==> config.mk <==
export PLATFORM = sky130hd
export DESIGN_NAME = cube_scan_driver_flat
export DESIGN_NICKNAME = d
export VERILOG_FILES = /design/src/rtl/cube_scan_driver_if.sv /design/src/rtl/cube_scan_driver.sv /design/src/flat_wrapper.sv
export SDC_FILE = /design/constraint.sdc
export NUM_CORES = 1
export LEC_CHECK = 0
export BUFFER_PORTS_ARGS = -buffer_cell sky130_fd_sc_hd__buf_2
export CAP_MARGIN = 20
export CORE_MARGIN = 10
export CORE_UTILIZATION = 55
export CTS_CLUSTER_DIAMETER = 40
export CTS_CLUSTER_SIZE = 40
export DETAILED_ROUTE_END_ITERATION = 8
export PLACE_DENSITY = 0.87
export SKIP_CTS_REPAIR_TIMING = 1
export SLEW_MARGIN = 20
export SYNTH_ARGS = -nofsm -noshare
export SYNTH_HDL_FRONTEND = slang
export SYNTH_SLANG_ARGS = --single-unit
==> constraint.sdc <==
create_clock -name Clk -period 6.5 [get_ports Clk]
set_input_delay 1.3 -clock Clk [delete_from_list [all_inputs] [get_ports Clk]]
set_output_delay 1.3 -clock Clk [all_outputs]
set_load 0.02 [all_outputs]
==> src/rtl/cube_scan_driver_if.sv <==
// cube_scan_driver_if
//   Board-side pin bundle of the LED cube scanner: column shift-register
//   serial link plus layer drive and output blanking.
//   Parameter: DIM - cube edge length (width of LayerSel).
//   Signals:
//     SerData   column data bit into the external shift register
//     SerClk    shift clock, SerData stable at its rising edge
//     SerLatch  one-cycle storage-register latch pulse
//     LayerSel  one-hot layer drive, bit z = layer z
//     Blank     1 = outputs dark (shift-register OE)
//   Modports: master = scanner (drives pins), slave = board / observer.
interface cube_scan_driver_if #(
  parameter int unsigned DIM = 8
);
  logic           SerData;
  logic           SerClk;
  logic           SerLatch;
  logic [DIM-1:0] LayerSel;
  logic           Blank;

  modport master (
    output SerData,
    output SerClk,
    output SerLatch,
    output LayerSel,
    output Blank
  );

  modport slave (
    input SerData,
    input SerClk,
    input SerLatch,
    input LayerSel,
    input Blank
  );
endinterface

==> src/rtl/cube_scan_driver.sv <==
// cube_scan_driver
//   Layer-multiplexing scanner for a DIM x DIM x DIM LED cube. The flat cell
//   vector is captured into a staging buffer on FrameLoad, promoted to the
//   active buffer at the start of a frame (layer 0), and streamed one layer at
//   a time MSB-first into external column shift registers. Each layer is then
//   latched, its one-hot layer select driven, and held for HOLD_CYCLES.
//   Sequence: IDLE -> SHIFT -> LATCH -> HOLD -> SHIFT ... (HOLD -> IDLE when
//   Enable is low at the end of the hold).
//
//   Parameters: DIM (edge length), CLK_DIV (Clk cycles per SerClk half
//   period, >=1), HOLD_CYCLES (hold length, multiple of 16).
//   Ports:
//     Clk, Reset_n  clock (rising edge) and asynchronous active-low reset
//     Enable        1 = scan, 0 = stop after the current layer's hold
//     Cells         cell (x,y,z) at bit z*DIM*DIM + y*DIM + x
//     FrameLoad     one-cycle strobe capturing Cells into staging
//     Brightness    [CUBE_PWM_EN only] 0..15 sixteenths of HOLD lit
//     FrameDone     one-cycle pulse when layer DIM-1 is latched
//     scan          board pins (SerData/SerClk/SerLatch/LayerSel/Blank)
//   Build option: define CUBE_PWM_EN to add Brightness and PWM blanking.
module cube_scan_driver #(
  parameter int unsigned DIM         = 8,
  parameter int unsigned CLK_DIV     = 4,
  parameter int unsigned HOLD_CYCLES = 1024
) (
  input  logic                   Clk,
  input  logic                   Reset_n,
  input  logic                   Enable,
  input  logic [DIM*DIM*DIM-1:0] Cells,
  input  logic                   FrameLoad,
`ifdef CUBE_PWM_EN
  input  logic [3:0]             Brightness,
`endif
  output logic                   FrameDone,
  cube_scan_driver_if.master     scan
);

  localparam int unsigned CELLS   = DIM * DIM * DIM;
  localparam int unsigned COLS    = DIM * DIM;
  localparam int unsigned BIT_T   = 2 * CLK_DIV;
  localparam int unsigned IDX_W   = (CELLS > 1)       ? $clog2(CELLS)       : 1;
  localparam int unsigned LAYER_W = (DIM > 1)         ? $clog2(DIM)         : 1;
  localparam int unsigned BIT_W   = (COLS > 1)        ? $clog2(COLS)        : 1;
  localparam int unsigned DIV_W   = (BIT_T > 1)       ? $clog2(BIT_T)       : 1;
  localparam int unsigned HOLD_W  = (HOLD_CYCLES > 1) ? $clog2(HOLD_CYCLES) : 1;

  localparam logic [LAYER_W-1:0] LAST_LAYER = LAYER_W'(DIM - 1);
  localparam logic [BIT_W-1:0]   FIRST_BIT  = BIT_W'(COLS - 1);
  localparam logic [DIV_W-1:0]   DIV_LAST   = DIV_W'(BIT_T - 1);
  localparam logic [DIV_W-1:0]   DIV_HIGH   = DIV_W'(CLK_DIV);
  localparam logic [HOLD_W-1:0]  HOLD_LAST  = HOLD_W'(HOLD_CYCLES - 1);

  typedef enum logic [1:0] {
    S_IDLE,
    S_SHIFT,
    S_LATCH,
    S_HOLD
  } state_t;

  state_t             state, state_next;
  logic [LAYER_W-1:0] layer, layer_next;
  logic [DIV_W-1:0]   div_cnt;
  logic [BIT_W-1:0]   bit_idx;
  logic [HOLD_W-1:0]  hold_cnt;
  logic [CELLS-1:0]   staging;
  logic [CELLS-1:0]   active;
  logic               pending;
  logic [DIM-1:0]     layer_sel;
  logic               enter_shift;
  logic               swap;
  logic               bit_done;
  logic [IDX_W-1:0]   data_idx;

  assign bit_done = (div_cnt == DIV_LAST);

  // ---------------------------------------------------------------------------
  // Next-state logic
  // ---------------------------------------------------------------------------
  always_comb begin
    state_next  = state;
    layer_next  = layer;
    enter_shift = 1'b0;
    unique case (state)
      S_IDLE: begin
        if (Enable) begin
          state_next  = S_SHIFT;
          layer_next  = '0;
          enter_shift = 1'b1;
        end
      end
      S_SHIFT: begin
        if (bit_done && (bit_idx == '0)) begin
          state_next = S_LATCH;
        end
      end
      S_LATCH: begin
        state_next = S_HOLD;
      end
      S_HOLD: begin
        if (hold_cnt == HOLD_LAST) begin
          layer_next = (layer == LAST_LAYER) ? '0 : layer + 1'b1;
          if (Enable) begin
            state_next  = S_SHIFT;
            enter_shift = 1'b1;
          end else begin
            state_next = S_IDLE;
          end
        end
      end
      default: begin
        state_next = S_IDLE;
      end
    endcase
  end

  // Staging is promoted on the edge that enters SHIFT for layer 0, so the
  // first bit of the frame already comes from the new active buffer.
  assign swap = enter_shift && (layer_next == '0) && pending;

  // ---------------------------------------------------------------------------
  // State, layer and phase counters
  // ---------------------------------------------------------------------------
  always_ff @(posedge Clk or negedge Reset_n) begin
    if (!Reset_n) begin
      state    <= S_IDLE;
      layer    <= '0;
      div_cnt  <= '0;
      bit_idx  <= FIRST_BIT;
      hold_cnt <= '0;
    end else begin
      state <= state_next;
      layer <= layer_next;

      if (state == S_SHIFT && !bit_done) begin
        div_cnt <= div_cnt + 1'b1;
      end else begin
        div_cnt <= '0;
      end

      if (enter_shift) begin
        bit_idx <= FIRST_BIT;
      end else if (state == S_SHIFT && bit_done && bit_idx != '0) begin
        bit_idx <= bit_idx - 1'b1;
      end

      if (state == S_HOLD && hold_cnt != HOLD_LAST) begin
        hold_cnt <= hold_cnt + 1'b1;
      end else begin
        hold_cnt <= '0;
      end
    end
  end

  // ---------------------------------------------------------------------------
  // Frame double buffer
  // ---------------------------------------------------------------------------
  always_ff @(posedge Clk or negedge Reset_n) begin
    if (!Reset_n) begin
      staging <= '0;
      active  <= '0;
      pending <= 1'b0;
    end else begin
      if (FrameLoad) begin
        staging <= Cells;
      end
      if (swap) begin
        active <= staging;
      end
      // A strobe coinciding with the swap keeps its data pending for the
      // following frame; the swap itself uses the previous staging value.
      if (FrameLoad) begin
        pending <= 1'b1;
      end else if (swap) begin
        pending <= 1'b0;
      end
    end
  end

  // ---------------------------------------------------------------------------
  // Layer drive
  // ---------------------------------------------------------------------------
  always_ff @(posedge Clk or negedge Reset_n) begin
    if (!Reset_n) begin
      layer_sel <= '0;
    end else if (state == S_LATCH) begin
      layer_sel <= DIM'(1) << layer;
    end else if (state_next == S_IDLE) begin
      layer_sel <= '0;
    end
  end

  // ---------------------------------------------------------------------------
  // Blanking
  // ---------------------------------------------------------------------------
`ifdef CUBE_PWM_EN
  localparam int unsigned SLOT_LEN = HOLD_CYCLES / 16;
  localparam int unsigned SLOT_W   = (SLOT_LEN > 1) ? $clog2(SLOT_LEN) : 1;
  localparam logic [SLOT_W-1:0] SLOT_LAST = SLOT_W'(SLOT_LEN - 1);

  logic [3:0]        bright_q;
  logic [SLOT_W-1:0] slot_cnt;
  logic [3:0]        slot;

  always_ff @(posedge Clk or negedge Reset_n) begin
    if (!Reset_n) begin
      bright_q <= '0;
      slot_cnt <= '0;
      slot     <= '0;
    end else begin
      if (state == S_LATCH) begin
        bright_q <= Brightness;
      end
      // slot advances every SLOT_LEN hold cycles; both reset outside HOLD.
      if (state == S_HOLD) begin
        if (slot_cnt == SLOT_LAST) begin
          slot_cnt <= '0;
          slot     <= slot + 1'b1;
        end else begin
          slot_cnt <= slot_cnt + 1'b1;
        end
      end else begin
        slot_cnt <= '0;
        slot     <= '0;
      end
    end
  end

  assign scan.Blank = !((state == S_HOLD) && (slot < bright_q));
`else
  // lit: a layer has been latched since leaving IDLE, so the previous layer
  // stays visible while the next one shifts in.
  logic lit;

  always_ff @(posedge Clk or negedge Reset_n) begin
    if (!Reset_n) begin
      lit <= 1'b0;
    end else if (state == S_LATCH) begin
      lit <= 1'b1;
    end else if (state_next == S_IDLE) begin
      lit <= 1'b0;
    end
  end

  assign scan.Blank = (state == S_IDLE) || ((state == S_SHIFT) && !lit);
`endif

  // ---------------------------------------------------------------------------
  // Serial outputs
  // ---------------------------------------------------------------------------
  assign data_idx = IDX_W'(layer) * IDX_W'(COLS) + IDX_W'(bit_idx);

  assign scan.SerData  = (state == S_SHIFT) ? active[data_idx] : 1'b0;
  assign scan.SerClk   = (state == S_SHIFT) && (div_cnt >= DIV_HIGH);
  assign scan.SerLatch = (state == S_LATCH);
  assign scan.LayerSel = layer_sel;
  assign FrameDone     = (state == S_LATCH) && (layer == LAST_LAYER);

endmodule

==> src/flat_wrapper.sv <==
// flat-port wrapper written by rule: the top's interface ports become plain ports
module cube_scan_driver_flat 
#(
  parameter int unsigned DIM         = 8,
  parameter int unsigned CLK_DIV     = 4,
  parameter int unsigned HOLD_CYCLES = 1024
)
  (Clk, Reset_n, Enable, Cells, FrameLoad, FrameDone, scan_SerData, scan_SerClk, scan_SerLatch, scan_LayerSel, scan_Blank);
  cube_scan_driver_if #(.DIM(DIM)) scan_i ();
  input  logic Clk;
  input  logic Reset_n;
  input  logic Enable;
  input  logic [DIM*DIM*DIM-1:0] Cells;
  input  logic FrameLoad;
  output logic FrameDone;
  output wire logic [$bits(scan_i.SerData)-1:0] scan_SerData;
  output wire logic [$bits(scan_i.SerClk)-1:0] scan_SerClk;
  output wire logic [$bits(scan_i.SerLatch)-1:0] scan_SerLatch;
  output wire logic [$bits(scan_i.LayerSel)-1:0] scan_LayerSel;
  output wire logic [$bits(scan_i.Blank)-1:0] scan_Blank;
  assign scan_SerData = scan_i.SerData;
  assign scan_SerClk = scan_i.SerClk;
  assign scan_SerLatch = scan_i.SerLatch;
  assign scan_LayerSel = scan_i.LayerSel;
  assign scan_Blank = scan_i.Blank;
  cube_scan_driver #(.DIM(DIM), .CLK_DIV(CLK_DIV), .HOLD_CYCLES(HOLD_CYCLES)) u_core (.Clk(Clk), .Reset_n(Reset_n), .Enable(Enable), .Cells(Cells), .FrameLoad(FrameLoad), .FrameDone(FrameDone), .scan(scan_i));
endmodule
== After elaboration in Yosys (flattened, before gate mapping) ==
Index checks and enable logic that the tools add are counted.
Operators by class
  multipliers: 0
  muxes and demuxes: 25
  bitwise operators: 0
  equal/unequal tests: 7
  add/subtract/negate cells: 5
  shifts and indexed selects: 1
  magnitude comparators: 2
  div/mod/pow operators: 0
  reductions and logical operators: 21
Operators by type and width (count)
  $mux 8: 2
  $mux 3: 4
  $mux 6: 2
  $add 10x1->10 const B: 1
  $eq 10x10->1 const B: 1
  $logic_and 1x1->1: 10
  $lt 9x10->1 const B: 1
  $mux 10: 1
  $ne 10x10->1 const B: 1
  $add 9x6->9: 1
  $bmux 1 s9: 1
  $mux 1: 9
  $pmux 2 s4: 1
  $shl 1x3->8 const A: 1
  $add 3x1->3 const B: 2
  $eq 3x3->1 const B: 2
  $logic_not 6->1: 1
  $mux 2: 3
  $pmux 3 s2: 1
  $reduce_bool 2->1: 3
  $reduce_bool 6->1: 1
  $sub 6x1->6 const B: 1
  $eq 2x2->1 const B: 2
  $logic_not 2->1: 2
  other kinds (6): 7
Word-level totals
  latch bits: 0
  logic and storage cells: 71
  memory bits (writable): 0
  flip-flop bits (word level): 1058
  input port bits: 516
  output and inout port bits: 13
  bits in read-only memories: 0
  memories: 0

== Depth between registers and ports, before layout ==
  depth in word-level cells: 9
  depth in mapped cells: 13
  mapped depth without buffers: 8

== Worst setup path after synthesis ==
Ideal clock, no wire load.
  path kind: register to output
  start: register u_core.bit_idx[0]
  end: output scan_SerData
  arrival time: 2.788 ns
  buffers on the path: 3
  setup slack: 2.412 ns
  data required time: 5.200 ns
  cell stages (with the launch flop): 9
  cell sequence: dfstp_2 -> buf_2 -> or3b_2 -> clkbuf_1 -> buf_2 -> o221ai_1 -> a211oi_1 -> o41a_1 -> o41ai_1
Between the ends
  longest elaborated chain between the ends: 4
RTL lines
  from (decl): line cube_scan_driver.sv:63  | logic [BIT_W-1:0] bit_idx;
  from (signal assigned): line cube_scan_driver.sv:143  | bit_idx <= bit_idx - 1'b1;
  $add 9x6->9: line cube_scan_driver.sv:250  | assign data_idx = IDX_W'(layer) * IDX_W'(COLS) + IDX_W'(bit_idx);
  $bmux 1 s9: line cube_scan_driver.sv:252  | assign scan.SerData = (state == S_SHIFT) ? active[data_idx] : 1'b0;
  $mux 1 (not written as such): line cube_scan_driver.sv:252
  $mux 1: line cube_scan_driver.sv:252
  to (decl): line flat_wrapper.sv:16  | output wire logic [$bits(scan_i.SerData)-1:0] scan_SerData;
No other way between the ends. The select of a mux whose other input is x is not followed.

== Worst setup path after layout ==
Same ends and word-level chain as after synthesis.

==> run_results.csv <==
group,metric,value,unit
die,die_w,304,um
grt,grt_pass1_vias,28400,
timing,fin_ws,603,ps
grt,grt_max_degree,194,
grt,grt_pass1_wl,174,mm
yosys,synthDistinctLibCells,60,
timing,period_minus_slack,5900,ps
worst_setup_path,cp_slowest_cell,"dfstp_4",
grt,antenna_found_initial,12,
power_and_ir_drop,ir_drop,281,uV
drt,drt_iter0_drc,1761,
worst_setup_path,cp_data_arrival_time,4600,ps
timing,finalSetupViolCount,0,
placement,hpwl,79.3,mm
cts,cts_sinks,1058,
timing,fmax,0.170,GHz
cts,h-tree-depth,3,
cts,clk_latency,680,ps
timing,finClkSkew,19.3,ps
layout,fin_nets,3769,
power_and_ir_drop,powerDensity,421,nW/um^2
die,fp.dieH,304,um
timing,fin_hold_ws,440,ps
drt,drc,0,
yosys,synth_flop_cell,"dfrtp_1",
yosys,yosys.area.top_type,"dfrtp_1",
cts,cts-root-buf,"clkbuf_16",
worst_setup_path,cp_data_required_time,5200,ps
yosys,synth_edf_count,0,
worst_setup_path,crit_chain,"or3b_2 > buf_4 > o22ai_1 > a211oi_1 > a2111oi_0 > nand4_1 > a31o_2 > o41ai_1 > buf_4 > buf_2",
worst_setup_path,crit_top_cell,"buf_4",
yosys,ys_seq_elements,1058,
worst_setup_path,critPathCaptureType,"output port",
yosys,ys_seq_area_share,59.7,%
layout,drive_gt1_share,47.1,%
yosys,yosysWarningCount,0,
layout,fin_util,64.8,%
layout,fillers,5389,
drt,via_count,25500,
job,drv_cap,0,
yosys,synth_top_area_share,59.3,%
drt,dr.pass1.iters,5,
die,core-area,80300,um^2
layout,final_cells,4404,
yosys,synth.avg_cell_area,16.4,um^2
min_path,worstHoldPathType,"reg2reg",
yosys,synth_nets,3244,
drt,drtAntennaViolNets,0,
drt,routed_wl,114,mm
yosys,netlist_area,44400,um^2
die,pin_count,529,
drt,via_per_inst,5.79,
placement,portBuffers,528,
die,num_rows,104,
placement,gp_congestion,0.821,
yosys,netlist_instances,2713,
timing,tightestPinTransition,1050,ps
worst_setup_path,path_class,"reg2out",
worst_setup_path,cpPeakStageDelay,940,ps
timing,rsz0062_at_grt,"false",
timing,finalHoldViolCount,0,
worst_setup_path,startpoint_type,"flop",
grt,overflow,0,
die,die_area,92400,um^2
cts,cts_buffers,118,
grt,grt_use_total,24.3,%
placement,pre_cts_ws,1150,ps
drt,wl_per_cell,26.0,um
timing,finalCritPeriodShare,90.7,%
worst_setup_path,crit_fanout,24,
power_and_ir_drop,cellLeakagePower,24.0,nW
run_status,status,"complete, no violations",
die,start_util,55.3,%
placement,dp.cells,4177,
layout,area_growth,17.3,%
yosys,synthTopCellsByArea,"dfrtp_1, mux2_2, mux2_1",
cts,cts_tree,"built",
timing,finalMaxSlewViolations,0,
yosys,async_flop_share,100,%
cts,clk_path_buf_depth,3,
cts,clkTransAtPathRegs,60,ps
timing,slew_headroom,29.9,%
timing,fin_setup_tns,0,ps
cells in the final DEF, fill, tap and decap left out, types with 10 or more instances in the layout:
cell type / netlist / routed
o221ai_1: 26 / 26
mux2_2: 568 / 568
inv_6: 0 / 18
clkinv_2: 0 / 11
buf_12: 0 / 12
mux2i_1: 67 / 67
mux2_4: 104 / 104
clkinv_4: 0 / 12
bufinv_16: 0 / 13
nand3_1: 11 / 11
nand2_1: 36 / 36
o22ai_1: 10 / 10
a211oi_1: 10 / 10
clkbuf_16: 0 / 121
clkbuf_1: 80 / 10
inv_1: 15 / 15
a21oi_1: 17 / 17
mux4_2: 92 / 92
buf_4: 6 / 31
mux2_1: 376 / 376
clkbuf_8: 0 / 10
nor2_1: 18 / 17
ha_1: 15 / 15
dfrtp_1: 1052 / 1052
buf_2: 24 / 526
and2_1: 10 / 10
state kept, by name, summed over array words and instances, names as in the netlist:
register,count
u_core.hold_cnt,10
u_core.staging,512
u_core.pending,1
u_core.active,512
u_core.bit_idx,6
u_core.layer,3
u_core.state,2
u_core.lit,1
u_core.div_cnt,3
u_core.scan.LayerSel,8
kinds of logic after synthesis:
group,share of synthesized area (%)
multiplexers,33.7
flip-flops,59.7
buffers and inverters,2.57
AND/OR/NAND/NOR,1.47
AO/OA/AOI/OAI,1.97
adder cells (fa/ha/maj),0.423
XOR/XNOR,0.237
where the power goes:
part           leakage, nW  internal [mW]  switching [mW]
sequential            12.5           8.58            1.37
clock                 2.05           4.13            2.91
combinational         9.41           3.01            1.94
total                 24.0           15.7            6.22
cell usage after synthesis, types with 2 or more instances:
library cell and instances:
a2111oi_0 6, a211oi_1 10, a21o_1 2, a21oi_1 17, a221oi_1 7, a22o_1 3
a22oi_1 6, a31o_2 6, a31oi_1 2, a32o_1 3, and2_1 10, and3_1 7
and4_1 2, buf_1 4, buf_2 24, buf_4 6, buf_6 53, clkbuf_1 80
dfrtp_1 1052, dfstp_2 6, ha_1 15, inv_1 15, mux2_1 376, mux2_2 568
mux2_4 104, mux2i_1 67, mux4_2 92, nand2_1 36, nand2_2 2, nand2b_1 2
nand3_1 11, nand4_1 5, nor2_1 18, nor2b_1 9, nor3_1 5, nor3b_1 2
nor4_1 4, o211ai_1 2, o21ai_0 8, o221ai_1 26, o22ai_1 10, or3_1 2
xnor2_1 6, xor2_1 6
routing by layer:
metal	GRT usage (%)	part of all wire [%]	vias to the layer above
met2	39.7	49	877
met1	31.9	42	13400
met3	5.28	6.2	225
met5	0	0.037	-
met4	8.45	3.5	8
li1	-	-	11000
through the flow:
stage               power (mW)  cell area (um^2)
floorplan                 13.4             44400
global placement          14.6             47800
detailed placement        14.9             47800
CTS                       22.0             52000
global route              22.9             52000
finish                    21.9             52100
final timing paths:
check | cells past startpoint | slack (ps) | start | end
worst max-delay path | 10 | 600 | u_core.bit_idx[0]$_DFFE_PN1P_ | scan_SerData
worst max register to register | 8 | 2360 | u_core.layer[0]$_DFF_PN0_ | u_core.active[291]$_DFFE_PN0P_
worst min register to register | 1 | 440 | u_core.div_cnt[0]$_DFF_PN0_ | u_core.div_cnt[0]$_DFF_PN0_
max in group asynchronous | 3 | 4260 | Reset_n | u_core.staging[218]$_DFFE_PN0P_
min in group asynchronous | 1 | 710 | Reset_n | u_core.staging[414]$_DFFE_PN0P_
worst min-delay path | 1 | 440 | u_core.div_cnt[0]$_DFF_PN0_ | u_core.div_cnt[0]$_DFF_PN0_
cell type report:
type                       count  area, um^2  area share, %
antenna                        5        12.5         0.0240
clock buffer                 141        3200           6.15
sequential                  1058       26500           50.9
timing repair buffer         573        3170           6.10
inverter                      16        60.1          0.115
clock inverter                80        1010           1.94
multi-input combinational   1471       16800           32.2
tap                         1060        1330           2.55
critical path, delay by kind of cell, from the launching register on:
| kind | cells | cell delay, ps |
|---|---|---|
| compound gates | 5 | 1250 |
| buf+inv | 3 | 710 |
| flops | 1 | 940 |
| simple gates | 2 | 1010 |
Power figures use the tool's default switching activity.
